## config.mk

```make
export PLATFORM = sky130hd
export DESIGN_NAME = pipe_reg_chain
export DESIGN_NICKNAME = d
export VERILOG_FILES = /design/src/rtl/pipe_reg_chain.sv
export SDC_FILE = /design/constraint.sdc
export NUM_CORES = 1
export LEC_CHECK = 0
export ABC_CLOCK_PERIOD_IN_PS = 4810
export CAP_MARGIN = 20
export CORE_MARGIN = 5
export CORE_UTILIZATION = 53
export CTS_CLUSTER_DIAMETER = 120
export DETAILED_ROUTE_END_ITERATION = 8
export GPL_TIMING_DRIVEN = 0
export PLACE_DENSITY = 0.95
export SKIP_LAST_GASP = 1
export SLEW_MARGIN = 10
export SYNTH_ARGS = -nofsm -noshare
export SYNTH_HDL_FRONTEND = slang
export SYNTH_SLANG_ARGS = --single-unit
```

## constraint.sdc

```tcl
create_clock -name clk -period 4.81 [get_ports clk]
set_input_delay 0.481 -clock clk [delete_from_list [all_inputs] [get_ports clk]]
set_output_delay 0.481 -clock clk [all_outputs]
set_load 0.05 [all_outputs]
```

## src/rtl/pipe_reg_chain.sv

```systemverilog
// Elastic valid/ready pipeline register chain with flush and occupancy.
// Retimes long datapath paths and absorbs downstream stalls.
module pipe_reg_chain #(
  parameter int DATA_WIDTH = 32,
  parameter int DEPTH      = 2,
  parameter int CNT_WIDTH  = $clog2(DEPTH + 1)
) (
  input  logic                  clk,
  input  logic                  reset,
  input  logic                  flush,
  input  logic                  in_valid,
  input  logic [DATA_WIDTH-1:0] in_data,
  output logic                  in_ready,
  output logic                  out_valid,
  output logic [DATA_WIDTH-1:0] out_data,
  input  logic                  out_ready,
  output logic [CNT_WIDTH-1:0]  occupancy
);

  logic [DEPTH-1:0]      v;
  logic [DEPTH-1:0]      adv;
  logic [DEPTH-1:0]      src_v;
  logic [DATA_WIDTH-1:0] d     [DEPTH];
  logic [DATA_WIDTH-1:0] src_d [DEPTH];
  logic                  in_xfer;
  logic                  out_xfer;
  logic [CNT_WIDTH-1:0]  occ;

  // A stage advances when it or any stage above it is empty,
  // or the sink takes a word; unrolled to avoid a comb self-loop.
  always_comb begin
    logic full_above;
    full_above = 1'b1;
    adv = '0;
    for (int i = DEPTH - 1; i >= 0; i--) begin
      full_above = full_above & v[i];
      adv[i] = ~full_above | out_ready;
    end
  end

  assign in_ready  = adv[0];
  assign in_xfer   = in_valid & in_ready;
  assign out_valid = v[DEPTH-1];
  assign out_data  = d[DEPTH-1];
  assign out_xfer  = out_valid & out_ready;
  assign occupancy = occ;

  always_comb begin
    src_v    = '0;
    src_v[0] = in_xfer;
    src_d[0] = in_data;
    for (int i = 1; i < DEPTH; i++) begin
      src_v[i] = v[i-1];
      src_d[i] = d[i-1];
    end
  end

  always_ff @(posedge clk or posedge reset) begin
    if (reset) begin
      v <= '0;
    end else if (flush) begin
      v <= '0;
    end else begin
      for (int i = 0; i < DEPTH; i++) begin
        if (adv[i]) v[i] <= src_v[i];
      end
    end
  end

  // Data only moves with a valid word; flush leaves it alone.
  always_ff @(posedge clk or posedge reset) begin
    if (reset) begin
      for (int i = 0; i < DEPTH; i++) d[i] <= '0;
    end else begin
      for (int i = 0; i < DEPTH; i++) begin
        if (adv[i] && src_v[i]) d[i] <= src_d[i];
      end
    end
  end

  always_ff @(posedge clk or posedge reset) begin
    if (reset) begin
      occ <= '0;
    end else if (flush) begin
      occ <= '0;
    end else begin
      occ <= occ + CNT_WIDTH'(in_xfer) - CNT_WIDTH'(out_xfer);
    end
  end

endmodule

```

==> summary.md <==
| Metric | Value |
|---|---|
| Via count | between 1.5k and 2k |
| CP Class | input port to primary output |
| Power Density | roughly 470 nW/um^2 |
| Initial DRT Pass Iterations | 2 |
| Wire per inst | around 15 um |
| Die width | ~85 um |
| Sequential share of power | between 30 and 40% |
| Pin count of the biggest net entering global routing | slightly below 70 |
| Grt total ovfl | 0 |
| Final setup TNS | 0 ps |
| Number of global-route vias before repair | around 1.9k |
| Synthesized cell area | around 3000 sq um |
| Final Critical Period | about 2400 ps |
| Lkg Pwr | ~0.0019 uW |
| Post-route ant nets | 0 |
| CP endpoint kind | primary output |
| Slew @ Worst Pin | roughly 800 ps |
| Sw frac | between 30% and 40% |
| Internal Pwr Total | between 1000 and 1500 uW |
| Antenna violations before repair | 0 |
| TritonCTS clock tree | yes |
| Hold Fails Final Rpt | 0 |
| Num rows | 27 |
| Clock Skew | ~6 ps |
| Unrepaired setup endpoints after global routing | false |
| Maximum fanout along the worst path | 3 |
| Worst Path Arrival | between 1500 and 2000 ps |
| Net Sw Power | 587 uW |
| Post-Place Worst Slack | 2380 ps |
| Setup ws final | around 2400 ps |
| CORE AREA | about 5500 sq um |
| Clock latency on the worst-skew pair | roughly 330 ps |
| Commonest non-fill, non-tap cell in the layout | clkdlybuf4s50_1 |
| Final nets | 309 |
| Total CTS buffers | 9 |
| Post-synthesis sequential area ratio | between 50% and 60% |
| Fmax | just over 0.4 GHz |
| HPWL after DPL | ~3700 um |
| Die area | 7220 sq um |
| Worst-case clock buffer depth | 2 |
| Post-cts sizing count | 0 |
| Outcome | finished, final reports clean |
| Gp weighted congestion | a little over 0.7 |
| IO Count | 73 |
| Setup repair bufs after CTS | 0 |
| CTS H-tree lvls | 3 |
| DIE HEIGHT | between 80 and 90 um |
| Global-route wire length before repair | between 8000 and 9000 um |
| Clk slew on worst S/H paths | 70 ps |
| Layout cells sized above 1 | around two fifths |
| Root buffer cell | clkbuf_8 |
| Slew margin rel. | between 40 and 50% |
| Hold crit path type | flop to flop |
| Peak VDD IR | about 0.30 mV |
| DR iter-0 viols | between 40 and 50 |
| Post-synthesis register bit count | 68 |
| Gate power share | 32.7% |
| Period utilisation layout | between 50% and 60% |
| Diode count | 0 |
| I/O Buffers | 72 |
| Worst path required time | ~4300 ps |
| Hold_buf cts | 0 |
| Synth warn | 0 |
| Startpoint Class | input port |
| Clock sink count | slightly below 70 |
| Final WL | 5180 um |
| Setup violations, final | 0 |
| Max Slew Vio Count | 0 |
| Drt drc | 0 |
| Gr usage total | between 10% and 20% |
| Clock power share | a little under a third |
| Mapped Nets | 226 |
| Post-Syn Instances | 187 |
| Avg Cell Area, Syn | 15.9 sq um |
| Max-Cap Viols | 0 |
| Initial Util | 54.5% |
| Distinct cells, synth | 19 |
| Commonest non-fill, non-tap cells in the layout | 72 x clkdlybuf4s50_1, 68 x dfrtp_1, 32 x buf_4 |
| Layout area overhead | 35.7% |
| Via/cell ratio | 4.70 |
[final timing paths]
check                           cells past startpoint  slack, ps      start           end
worst max-delay path                                3       2370  out_ready      in_ready
worst min-delay path                                1        490      d[46]  out_data[14]
worst max register to register                      9       3000       v[1]  occupancy[1]
worst min register to register                      1        490      d[46]  out_data[14]
max in group asynchronous                           2       3630      reset         d[34]
min in group asynchronous                           2        660      reset  out_data[31]
[registers in the layout, summed over array words and instances, names as in the netlist]
signal / count
d: 32
out_data: 32
occupancy: 2
v: 2
[worst max-delay path: stages]
cell	delay, ps
clkdlybuf4s50_1	500
nand3b_4	160
clkdlybuf4s50_1	820
[power by group through the flow]
stage | registers [uW] | logic, uW | clock network [uW]
finish | 713 | 628 | 579
global route | 725 | 660 | 621
CTS | 714 | 636 | 591
detailed placement | 724 | 634 | 0
global placement | 718 | 623 | 0
floorplan | 719 | 449 | 0
[cell families (layout without fill, tap and decap cells)]
family                     after synthesis  after routing  synth area share, %
AOI/OAI and AO/OA                        2              2                0.336
xor gates and xnor gates                 2              2                0.588
adders and majority gates                2              2                0.839
buffers and inverters                   42            130                 11.2
DFF                                     68             68                 57.1
muxes                                   64             64                 27.8
and+or+nand+nor                          7              7                 2.10
[area by class of cell]
cell class	count	area (sq um)
flip-flops and latches	68	1700
fillers	368	1430
multi-input cells	77	945
repair buffers	72	721
plain buffers	38	319
clock buffers	12	155
clock inverters	4	95.1
well taps	72	90.1
inverters	4	17.5
[Yosys cell counts]
cell type	count	area share, %
a21oi_1	2	0.34
and2_1	1	0.21
buf_4	32	8.1
buf_6	3	1.1
buf_8	3	1.5
dfrtp_1	68	57
ha_1	2	0.84
inv_1	4	0.50
mux2_1	14	5.3
mux2_2	21	7.9
mux2_4	29	15
nand2_2	1	0.21
nand2_4	1	0.38
nand2b_2	1	0.29
nand3b_4	1	0.67
nor2_1	1	0.13
nor2b_1	1	0.21
xnor2_1	1	0.29
xor2_1	1	0.29
[per-stage QoR]
| step | power, uW | hold WS (ps) | instances | area, sq um | utilization (%) |
|---|---|---|---|---|---|
| 6_report | 1920 | 489 | 347 | 4040 | 73.9 |
| 5_1_grt | 2000 | 508 | 347 | 4040 | 73.9 |
| 4_1_cts | 1940 | 491 | 347 | 4040 | 73.9 |
| 3_5_place_dp | 1360 | 477 | 331 | 3790 | 69.3 |
| 3_3_place_gp | 1340 | 463 | 331 | 3790 | 69.3 |
| 2_1_floorplan | 1170 | 458 | 187 | 2980 | - |
[metal layers]
layer | part of all wire, % | track usage [%] | wire length, um
met1 | 42 | 18.6 | 2160
met5 | 0 | 0 | 0
met2 | 52 | 27.0 | 2670
met3 | 5.4 | 5.24 | 282
met4 | 1.3 | 6.47 | 66
Note: power is estimated with default switching activity, not from simulation.
